### src/rtl/mc_arb_fifo.sv
// Round-robin aggregator of NUM_CH valid/ready producers into one shared FWFT FIFO (data + channel tag); MCAF_AFULL_EN adds o_afull/AF_LEVEL.
// Latency: a word accepted at edge N is at the head after edge N; o_afull lags o_level by one cycle.
// Backpressure: ch_ready is withheld while full, flushing or in reset; a pop in the same cycle does not reopen it.

module mcaf_fifo #(
    parameter int WIDTH = 8,
    parameter int DEPTH = 16
) (
    input  logic                       clk,
    input  logic                       rst,
    input  logic                       i_push,
    input  logic [WIDTH-1:0]           i_dat,
    input  logic                       i_pop,
    input  logic                       i_flush,
    output logic [WIDTH-1:0]           o_dat,
    output logic                       o_full,
    output logic                       o_empty,
    output logic [$clog2(DEPTH):0]     o_level
);
    localparam int AW = $clog2(DEPTH);

    logic [WIDTH-1:0] r_mem [DEPTH];
    logic [AW:0]      r_wr_ptr;
    logic [AW:0]      r_rd_ptr;
    logic             w_do_push;
    logic             w_do_pop;

    // Extra MSB on each pointer separates full from empty when the indices match.
    assign o_full    = (r_wr_ptr[AW] != r_rd_ptr[AW]) && (r_wr_ptr[AW-1:0] == r_rd_ptr[AW-1:0]);
    assign o_empty   = (r_wr_ptr == r_rd_ptr);
    assign o_level   = r_wr_ptr - r_rd_ptr;
    assign o_dat     = r_mem[r_rd_ptr[AW-1:0]];
    assign w_do_push = i_push && !o_full && !i_flush && !rst;
    assign w_do_pop  = i_pop && !o_empty && !i_flush;

    always_ff @(posedge clk) begin
        if (rst) begin
            r_wr_ptr <= '0;
            r_rd_ptr <= '0;
        end else if (i_flush) begin
            r_rd_ptr <= r_wr_ptr;
        end else begin
            if (w_do_push) r_wr_ptr <= r_wr_ptr + 1'b1;
            if (w_do_pop)  r_rd_ptr <= r_rd_ptr + 1'b1;
        end
    end

    always_ff @(posedge clk) begin
        if (w_do_push) r_mem[r_wr_ptr[AW-1:0]] <= i_dat;
    end
endmodule

module mc_arb_fifo #(
    parameter int NUM_CH    = 4,
    parameter int D_WIDTH   = 8,
    parameter int DEPTH     = 16,
    parameter int CNT_WIDTH = 8
`ifdef MCAF_AFULL_EN
    , parameter int AF_LEVEL = DEPTH - 2
`endif
) (
    input  logic                            clk,
    input  logic                            rst,
    input  logic [NUM_CH-1:0]               ch_valid,
    input  logic [NUM_CH*D_WIDTH-1:0]       ch_data,
    output logic [NUM_CH-1:0]               ch_ready,
    input  logic                            i_pop,
    input  logic                            i_flush,
    output logic                            o_valid,
    output logic [D_WIDTH-1:0]              o_data,
    output logic [$clog2(NUM_CH)-1:0]       o_chan,
    output logic                            o_full,
    output logic                            o_empty,
    output logic [$clog2(DEPTH):0]          o_level,
    output logic [NUM_CH*CNT_WIDTH-1:0]     ch_count,
    output logic                            pop_err
`ifdef MCAF_AFULL_EN
    , output logic                          o_afull
`endif
);
    localparam int CW = $clog2(NUM_CH);

    typedef struct packed {
        logic [CW-1:0]      chan;
        logic [D_WIDTH-1:0] dat;
    } entry_t;

    entry_t                 w_wr_ent;
    entry_t                 w_rd_ent;
    logic [CW-1:0]          r_rr_ptr;
    logic [CW-1:0]          w_grant_idx;
    logic [D_WIDTH-1:0]     w_grant_dat;
    logic                   w_found;
    logic                   w_arb_en;
    logic                   w_push;
    logic                   w_full;
    logic                   w_empty;
    logic [$clog2(DEPTH):0] w_level;
    logic [CNT_WIDTH-1:0]   r_cnt [NUM_CH];
    logic                   r_pop_err;
    int                     w_idx;

    // First requester at or after r_rr_ptr, wrapping modulo NUM_CH.
    always_comb begin
        w_found     = 1'b0;
        w_grant_idx = '0;
        w_grant_dat = '0;
        w_idx       = 0;
        for (int k = 0; k < NUM_CH; k++) begin
            w_idx = int'(r_rr_ptr) + k;
            if (w_idx >= NUM_CH) w_idx = w_idx - NUM_CH;
            if (!w_found && ch_valid[w_idx]) begin
                w_found     = 1'b1;
                w_grant_idx = CW'(w_idx);
                w_grant_dat = ch_data[w_idx*D_WIDTH +: D_WIDTH];
            end
        end
    end

    assign w_arb_en      = !w_full && !i_flush && !rst;
    assign w_push        = w_found && w_arb_en;
    assign ch_ready      = w_push ? (NUM_CH'(1) << w_grant_idx) : '0;
    assign w_wr_ent.chan = w_grant_idx;
    assign w_wr_ent.dat  = w_grant_dat;

    mcaf_fifo #(
        .WIDTH (CW + D_WIDTH),
        .DEPTH (DEPTH)
    ) u_fifo (
        .clk     (clk),
        .rst     (rst),
        .i_push  (w_push),
        .i_dat   (w_wr_ent),
        .i_pop   (i_pop),
        .i_flush (i_flush),
        .o_dat   (w_rd_ent),
        .o_full  (w_full),
        .o_empty (w_empty),
        .o_level (w_level)
    );

    assign o_valid = !w_empty;
    assign o_empty = w_empty;
    assign o_full  = w_full;
    assign o_level = w_level;
    assign o_data  = w_rd_ent.dat;
    assign o_chan  = w_rd_ent.chan;
    assign pop_err = r_pop_err;

    always_ff @(posedge clk) begin
        if (rst) begin
            r_rr_ptr  <= '0;
            r_pop_err <= 1'b0;
        end else begin
            if (w_push) r_rr_ptr <= (w_grant_idx == CW'(NUM_CH - 1)) ? '0 : w_grant_idx + CW'(1);
            if (i_pop && w_empty && !i_flush) r_pop_err <= 1'b1;
        end
    end

    for (genvar g = 0; g < NUM_CH; g++) begin : g_cnt
        always_ff @(posedge clk) begin
            if (rst) begin
                r_cnt[g] <= '0;
            end else if (ch_ready[g] && ch_valid[g] && (r_cnt[g] != '1)) begin
                r_cnt[g] <= r_cnt[g] + 1'b1;
            end
        end
        assign ch_count[g*CNT_WIDTH +: CNT_WIDTH] = r_cnt[g];
    end

`ifdef MCAF_AFULL_EN
    logic r_afull;
    always_ff @(posedge clk) begin
        if (rst) r_afull <= 1'b0;
        else     r_afull <= (int'(w_level) >= AF_LEVEL);
    end
    assign o_afull = r_afull;
`endif
endmodule

### config.mk
export PLATFORM = sky130hd
export DESIGN_NAME = mc_arb_fifo
export DESIGN_NICKNAME = d
export VERILOG_FILES = /design/src/rtl/mc_arb_fifo.sv
export SDC_FILE = /design/constraint.sdc
export NUM_CORES = 1
export LEC_CHECK = 0
export BUFFER_PORTS_ARGS = -buffer_cell sky130_fd_sc_hd__buf_4
export CAP_MARGIN = 5
export CORE_MARGIN = 2
export CORE_UTILIZATION = 57
export DETAILED_ROUTE_END_ITERATION = 8
export PLACE_DENSITY = 0.77
export SKIP_CTS_REPAIR_TIMING = 1
export SLEW_MARGIN = 20
export SYNTH_ARGS = -nofsm -noshare
export SYNTH_HDL_FRONTEND = slang
export SYNTH_SLANG_ARGS = --single-unit
### constraint.sdc
create_clock -name clk -period 12.19 [get_ports clk]
set_clock_uncertainty 0.2 [all_clocks]
set_input_delay 1.219 -clock clk [delete_from_list [all_inputs] [get_ports clk]]
set_output_delay 1.219 -clock clk [all_outputs]
set_load 0.01 [all_outputs]
* Yosys cells after proc, flatten, opt, wreduce, memory -nomap -nowiden
Memories as Yosys holds them, arrays and structs flattened. A register that Yosys moved wholly into a read port is not among the register bits.
Index checks and enable logic that the tools add are counted.
** Storage, ports and cells
- Register bits after elaboration :: 13
- Memory bits (writable) :: 192
- Bits of input ports :: 40
- Output and inout port bits :: 55
- Logic and storage cells :: 132
- Memories kept :: 2
** Operators by class
- Add/sub/neg operators :: 15
- Order comparisons :: 8
- Equal/unequal tests :: 8
- Shifts and indexed selects :: 5
- Multiplexer cells :: 54
- Bitwise gates (word level) :: 5
- Reductions and logical operators :: 31
** Memories
- u_fifo.r_mem :: depth 16, bits a word 10, read ports 1, clocked after memory_dff 1, wr ports 1, RTL line 22 : logic [WIDTH-1:0] r_mem [DEPTH];
- r_cnt :: depth 4, bits a word 8, read ports 4, clocked after memory_dff 0, wr ports 4, RTL line 99 : logic [CNT_WIDTH-1:0] r_cnt [NUM_CH];
** Operators with widths (count)
- $lt A32 B4 Y1 const B :: 4
- $mux W32 :: 4
- $shiftx A32 B32 Y8 :: 4
- $mux W8 :: 8
- $add A8 B1 Y8 const B :: 4
- $ne A8 B8 Y1 const B :: 4
- $mux W1 :: 28
- $logic_and A1 B1 Y1 :: 22
- $mux W4 :: 3
- $sub A3 B3 Y4 const B :: 3
- $add A5 B1 Y5 const B :: 2
- $mux W2 :: 5
- $mux W5 :: 2
- $ge A3 B3 Y1 const B :: 3
- $bmux W1 S2 :: 4
- $logic_not A1 Y1 :: 7
- $add A2 B2 Y3 const B :: 2
- $eq A5 B5 Y1 :: 1
- $sub A5 B5 Y5 :: 1
- $eq A4 B4 Y1 :: 1
- $or A1 B1 Y1 :: 4
- $shl A1 B2 Y4 const A :: 1
- $sub A2 B3 Y4 const B :: 1
- $add A2 B1 Y3 const B :: 1
- 7 further kinds :: 7

* Logic depth before layout (Yosys ltp)
Gate-level depths: netlist of the first run.
- Word-level depth :: 23
- Mapped depth :: 14
- Mapped depth without buffers :: 10

* Hierarchy
Synthesis of the first run repeated with hierarchy kept, for this count alone.
** Unflattened totals
- Cells, all modules :: 650
- Area total of the unflattened synthesis :: 10053.4 um^2
** By module, submodules not included
- mcaf_fifo :: times used 1, cells an instance 354, area each 6911.6 um^2, sequential area each 5084.9 um^2
- mc_arb_fifo :: times used 1, cells an instance 296, area each 3141.8 um^2, sequential area each 1021.0 um^2

* Worst setup path before layout of the first run
No wires, ideal clock.
- Kind :: reg-to-output
- From :: register r_rr_ptr[0]
- To :: output ch_ready[3]
- Arrival :: 3.892 ns
- Required time :: 10.771 ns
- Path slack :: 6.879 ns
- Cell stages (with the launch flop) :: 12
- Path buffers :: 3
- Path through :: dfxtp_1 -> buf_6 -> buf_2 -> clkbuf_1 -> inv_1 -> ha_1 -> mux4_2 -> nor4b_4 -> nor3_1 -> a31oi_1 -> ha_1 -> and3_1
** Between the ends
- Word-level cells in the longest chain between the ends :: 17
- Elaborated cells between the ends (all ways) :: 44
- Those cells by class :: 7 x add/sub; 4 x order compare; 1 x shift; 25 x mux; 7 x reduce/logical
** Ends and longest elaborated chain
- start, declared :: RTL line 90 : logic [CW-1:0] r_rr_ptr;
- start signal, assigned :: RTL line 155 : if (w_push) r_rr_ptr <= (w_grant_idx == CW'(NUM_CH - 1)) ? '0 : w_grant_idx + CW'(1);
- parallel branches: the longest is 14 deep, another holds $sub A3 B3 Y4
- $mux W2 (*) :: RTL line 112 : if (!w_found && ch_valid[w_idx]) begin
- via u_fifo.i_dat[9] :: RTL line 12 : input logic [WIDTH-1:0] i_dat,
- $shl A1 B2 Y4 (*) :: RTL line 122 : assign ch_ready = w_push ? (NUM_CH'(1) << w_grant_idx) : '0;
- $mux W4 (*) :: RTL line 122
- end, declared :: RTL line 66 : output logic [NUM_CH-1:0] ch_ready,
Mark *: on every way through the listed nets, which the timed path passes. The select of a mux whose other input is x is not followed.

* Worst setup path in the final report of the first run
- From :: register r_rr_ptr[1]
- To :: output ch_ready[3]
The elaborated chain is that of the path after synthesis.

==> results of run 1 <==
-- cell type report --
| cell class | count | share of cell area |
|---|---|---|
| Clock buffer | 29 | 0.05342 |
| Clock inverter | 11 | 0.006172 |
| Inverter | 16 | 0.005107 |
| Multi-Input combinational cell | 370 | 0.3242 |
| Sequential cell | 209 | 0.5195 |
| Tap cell | 225 | 0.02394 |
| Timing Repair Buffer | 106 | 0.06767 |
-- stage by stage --
step	util	power [mW]
finish	0.6798	2.032
CTS	0.6770	2.030
global route	0.6798	2.114
global placement	0.6356	1.373
detailed placement	0.6365	1.397
floorplan	-	1.250
-- path summary, 6_finish.rpt --
check                                 from                         to  slack [ps]  cells past startpoint
setup / recovery  r_rr_ptr[1]$_SDFFE_PP0N_                ch_ready[3]        5380                      9
hold / removal        pop_err$_SDFFE_PP0P_       pop_err$_SDFFE_PP0P_         280                      2
setup reg to reg  r_rr_ptr[1]$_SDFFE_PP0N_  r_cnt[2][0]$_SDFFCE_PN0P_        6410                      9
hold reg to reg       pop_err$_SDFFE_PP0P_       pop_err$_SDFFE_PP0P_         280                      2
-- cells in the final DEF (no fill, tap or decap), types with 5 or more instances in the layout --
cell type and count:
clkinv_2 5, mux2i_1 12, a211oi_1 5, a22oi_1 8, xnor2_1 19, ha_1 20
o211ai_1 10, nor3_1 14, clkbuf_16 23, mux4_2 78, mux2_2 9, o21ai_0 7
dfxtp_1 15, nor2b_1 6, nand3_1 24, clkbuf_4 5, nor2_1 46, xor2_1 12
inv_1 14, nand2_1 22, a21oi_1 14, buf_4 101, and3_1 19, edfxtp_1 192
-- registers in the layout, summed over array words and instances (netlist names), named ones only --
| register | flops |
|---|---|
| u_fifo.r_rd_ptr | 5 |
| u_fifo.r_wr_ptr | 5 |
| r_cnt | 32 |
| pop_err | 1 |
| u_fifo.r_mem | 160 |
| r_rr_ptr | 2 |
-- worst min-delay path, delay by kind of cell, from the launching register on --
kind	cells	cell delay, ps
AND/OR/NAND/NOR	1	70
AO/OA/AOI/OAI	1	40
flip-flops	1	330
-- kinds of logic after synthesis --
kind of cell	after synthesis	share of synthesized area
DFF	209	0.6049
and+or+nand+nor	154	0.08267
muxes	99	0.1960
AOI/OAI and AO/OA	65	0.04425
buffers and inverters	43	0.01859
xor gates and xnor gates	31	0.02690
adders and majority gates	21	0.02677
-- metal layers --
metal / wire length [µm] / global-route usage / share of wire / vias up
met4: 707 / 0.08305 / 0.031 / 0
met5: 0 / 0 / 0 / -
li1: - / - / - / 2715
met2: 11720 / 0.4292 / 0.52 / 237
met3: 1268 / 0.03704 / 0.056 / 56
met1: 8937 / 0.3289 / 0.39 / 3136
-- power by group --
| group | switching, mW | internal [mW] |
|---|---|---|
| registers | 0.0200 | 0.894 |
| clock network | 0.270 | 0.365 |
| logic | 0.276 | 0.206 |
==> summary.txt, run 1 <==
Yosys
  – Synth area leader: edfxtp_1
  – Ys Warns: 0
  – EDFF count, synth: between 150 and 200
  – Cell variety after synth: 57
  – Sequential fraction of the synthesis area: 0.6049
  – Synth cell count leaders: edfxtp_1, mux4_2, nor2_1, nand3_1, nand2_1
  – Mapped Cells: 622
  – Top-count cell post-synth: edfxtp_1
  – Synthesized area per cell: around 16 µm²
  – Synth area leaders: edfxtp_1, mux4_2, dfxtp_1
  – Synth top area share: 0.5711
  – Async S/R FF share, synth: 0
  – Mapped cell area: slightly above 10,000 µm²
  – Main synth FF type: edfxtp_1
  – Flops & latches, synth: between 200 and 250
  – Synth Net Count: around 680

Timing
  – Tcrit/Tclk final: 0.5589
  – Post-route setup TNS: 0 ps
  – Worst-Margin Slew: ~1000 ps
  – Final min period: 6813 ps
  – Hold Fails Final Rpt: 0
  – Slew Limit Fails: 0
  – Rel. slew slack: 0.3096
  – Final-report setup violation count: 0
  – F_max: around 150 MHz
  – Hold slack: around 280 ps
  – Setup ws final: approximately 5400 ps
  – RSZ-0062 raised after global routing: false

Worst setup path
  – Setup Crit Path Kind: reg -> out
  – Critical Path Most Common Cell: ha_1
  – Crit path max-delay family: adder cells
  – CP Buf/Inv Count: 2
  – Crit path cell chain: inv_2, ha_1, mux4_2, nor4b_4, nor3_1, a31oi_2, ha_1, and3_1, buf_4
  – Worst setup EP type: primary output
  – Required time of the critical path: ~11,000 ps
  – Max incr delay on CP: between 1000 and 1500 ps
  – Critical-path maximum fanout: 21
  – Slowest stage cell, crit path: ha_1
  – CP Launch Type: register
  – Arrival time worst endpoint: ~5400 ps

Layout
  – FILL cells: 1,197
  – Layout Cells excl Fill: roughly 970
  – Register Area: about 6100 µm²
  – Finished layout cell area: about 12,000 µm²
  – Synth-to-layout area growth: 16.49%
  – Final nets: 786
  – Share of cells above drive strength 1: 0.3320
  – Area of the multi-input gates: about 3800 µm²
  – Ant. Diodes: 0

Drt
  – Via density per instance: around 6.4
  – Routed len/inst: about 23 µm
  – DR iter-0 viols: about 420
  – Antenna violation net count after detailed routing: 0
  – Drt first pass iters: 4
  – Via count: approximately 6,100
  – DRC errors left: 0
  – Routed wire length: approximately 23,000 µm

Job
  – Max-cap violations: 0

Global routing
  – GRT Resource Usage Total: 0.2498
  – Vias in the first global route: between 6,000 and 7,000
  – Global-route wire length before repair: roughly 35,000 µm
  – Initial antenna violation count: 0
  – Largest net degree at the start of global routing: 52
  – Overflow after GRT: 0

Floorplan
  – Die W: between 100 and 150 µm
  – IO Pins: 95
  – Die Area: roughly 19,000 µm²
  – Initial Util: 0.5836
  – Die height: 137.1 µm
  – Core outline area: around 17,000 µm²
  – Row count: 48

CTS
  – Clock sinks: roughly 210
  – Clock Latency Late Sink: about 500 ps
  – Worst-path clk slew: approximately 60 ps
  – H-Tree Depth: 1
  – Clock buffer depth: 3
  – Root buffer cell: clkbuf_16
  – CTS tree: yes
  – CTS buffer count: 22

Place
  – Worst slack, placed: between 5000 and 6000 ps
  – Dpl cells: a little over 900
  – Final GP Congestion: between 0.8 and 0.9
  – Area after DPL: ~11,000 µm²
  – Port-buffer cells: 94
  – DP Wirelength: between 10,000 and 15,000 µm

Pwr
  – Pwr Density: 172.8 nW/µm²
  – Pleak: 4.010 nW
  – Worst vdd ir: between 0.1 and 0.15 mV

Hold path
  – Tightest Hold Check Type: reg -> reg

Run status
  – Status: finished, final reports clean
Power figures use the tool's default switching activity.
==> inputs of run 2 (changes only) <==
Clock period 12.19 ns to 7.1 ns, I/O delays scaled along.
==> summary.txt, run 2 (same netlist as run 1, synthesis figures left out) <==
Worst setup path
  – Max incr delay on CP: between 1000 and 1500 ps
  – CP Buf/Inv Count: 3
  – CP Depth: 10
  – Required time of the critical path: approximately 6200 ps
  – Worst reg2reg startpoint: r_rr_ptr[1]$_SDFFE_PP0N_
  – Crit path cell chain: inv_2, ha_1, mux4_2, nor4b_4, nor3_1, a31oi_1, buf_4, ha_1, and3_1, buf_4
  – RR Endpoint: r_cnt[2][2]$_SDFFCE_PN0P_
  – Reg2reg path depth: 10
  – Slowest stage cell, crit path: ha_1
  – Crit path max-delay family: adder cells
  – Arrival time worst endpoint: between 5000 and 6000 ps
  – Critical-path maximum fanout: 21
  – CP Launch Type: register
  – Setup Crit Path Kind: reg -> out
  – Worst setup EP type: primary output
  – FF-to-FF setup slack: between 1500 and 2000 ps

CTS
  – Worst-path clk slew: ~60 ps
  – CTS tree: yes
  – Clock sinks: 209
  – CTS buffer count: 22
  – Clock Latency Late Sink: 500 ps
  – H-Tree Depth: 1
  – Root buffer cell: clkbuf_16
  – Clock buffer depth: 3

Timing
  – Hold Fails Final Rpt: 0
  – Final min period: between 5000 and 6000 ps
  – F_max: roughly 170 MHz
  – RSZ-0062 raised after global routing: false
  – Final-report setup violation count: 0
  – Worst-Margin Slew: 991.3 ps
  – Slew Limit Fails: 0
  – Tcrit/Tclk final: 0.8424
  – Rel. slew slack: 0.3392
  – Post-route setup TNS: 0 ps

Layout
  – FILL cells: around 1,200
  – Area of the multi-input gates: 3806 µm²
  – Synth-to-layout area growth: 15.98%
  – Most common cell after layout, fill and taps aside: edfxtp_1
  – Share of cells above drive strength 1: 0.3248
  – Ant. Diodes: 0
  – Max reg flops: between 150 and 200
  – Commonest cells after routing, fill and taps aside: edfxtp_1, buf_4, mux4_2, nor2_1, nand3_1
  – Final nets: 788
  – Register Area: just over 6000 µm²

Global routing
  – Initial antenna violation count: 0
  – Overflow after GRT: 0
  – Largest net degree at the start of global routing: 52
  – Global-route wire length before repair: about 35,000 µm
  – GRT Resource Usage Total: 0.2492
  – Vias in the first global route: roughly 6,200

Drt
  – DRC errors left: 0
  – Via count: roughly 6,100
  – Via density per instance: about 6.4
  – Routed wire length: roughly 23,000 µm
  – Routed len/inst: between 20 and 25 µm
  – Drt first pass iters: 4
  – Antenna violation net count after detailed routing: 0
  – DR iter-0 viols: about 430

Job
  – Max-cap violations: 0

Floorplan
  – IO Pins: 95
  – Die Area: ~19,000 µm²
  – Die height: roughly 140 µm
  – Core outline area: around 17,000 µm²
  – Row count: 48
  – Die W: 137.1 µm
  – Initial Util: 0.5836

Pwr
  – Pwr Density: 292.7 nW/µm²
  – Worst vdd ir: about 0.17 mV
  – Total power: around 3.4 mW
  – Pleak: between 3 and 4 nW

Run status
  – Status: finished, final reports clean

Place
  – Final GP Congestion: between 0.8 and 0.9
  – DP Wirelength: around 14,000 µm
  – Port-buffer cells: 94

Hold path
  – Hold endpoint: pop_err$_SDFFE_PP0P_
  – Hold Path Depth: 2
  – Hold_sp: pop_err$_SDFFE_PP0P_
  – Tightest Hold Check Type: reg -> reg
-- run 2: cell count changes in the layout (fill, tap and decap cells not counted), moves of 2 or more --
cell / previous run / this run
buf_4: 101 / 103
clkbuf_1: 3 / 6
clkinvlp_4: 2 / 0
clkbuf_8: 3 / 1
clkinv_1: 3 / 5
-- run 2: metal layers --
metal,GRT usage,up-vias,part of all wire
li1,-,2722,-
met1,0.3336,3110,0.40
met2,0.4279,271,0.52
met3,0.03444,46,0.053
met4,0.07560,0,0.026
met5,0,-,0
-- run 2: power breakdown --
part	internal [mW]	leakage (nW)	switching [mW]	total (mW)
Sequential	1.53	1.92	0.0340	1.57
Clock	0.582	0.318	0.443	1.02
Combinational	0.359	1.75	0.476	0.835
-- run 2: worst reg2reg max path, cell delays in order (launching register included) --
cell	delay [ps]
dfxtp_1	790
inv_2	260
ha_1	1020
mux4_2	750
nor4b_4	560
nor3_1	150
a31oi_1	160
buf_4	240
ha_1	230
nand3_4	140
o21ai_1	590
-- run 2: stage by stage --
stage,instance area [µm²],instances,hold WS [ps],setup slack [ps],utilization
2_1_floorplan,10090,622,299.6,2298,-
3_3_place_gp,11020,922,254.6,1852,0.6369
3_5_place_dp,11020,922,258.3,1677,0.6369
4_1_cts,11660,961,268.6,1152,0.6741
5_1_grt,11710,967,283.0,850.8,0.6769
6_report,11710,967,264.5,1119,0.6769
-- run 2: worst max path at each step --
stage                                   from          end  slack (ps)
floorplan           r_rr_ptr[0]$_SDFFE_PP0N_  ch_ready[3]        2300
global placement    r_rr_ptr[1]$_SDFFE_PP0N_  ch_ready[3]        1850
detailed placement  r_rr_ptr[1]$_SDFFE_PP0N_  ch_ready[3]        1680
CTS                 r_rr_ptr[1]$_SDFFE_PP0N_  ch_ready[3]        1150
global route        r_rr_ptr[1]$_SDFFE_PP0N_  ch_ready[3]         850
finish              r_rr_ptr[1]$_SDFFE_PP0N_  ch_ready[3]        1120
-- run 2: area by class of cell --
cell class                 count  area share
clock buffer                  29     0.05012
clock inverter                10    0.004809
inverter                      16    0.005130
multi-input combinational    370      0.3251
sequential                   209      0.5217
tap                          225     0.02405
timing repair buffer         108     0.06904
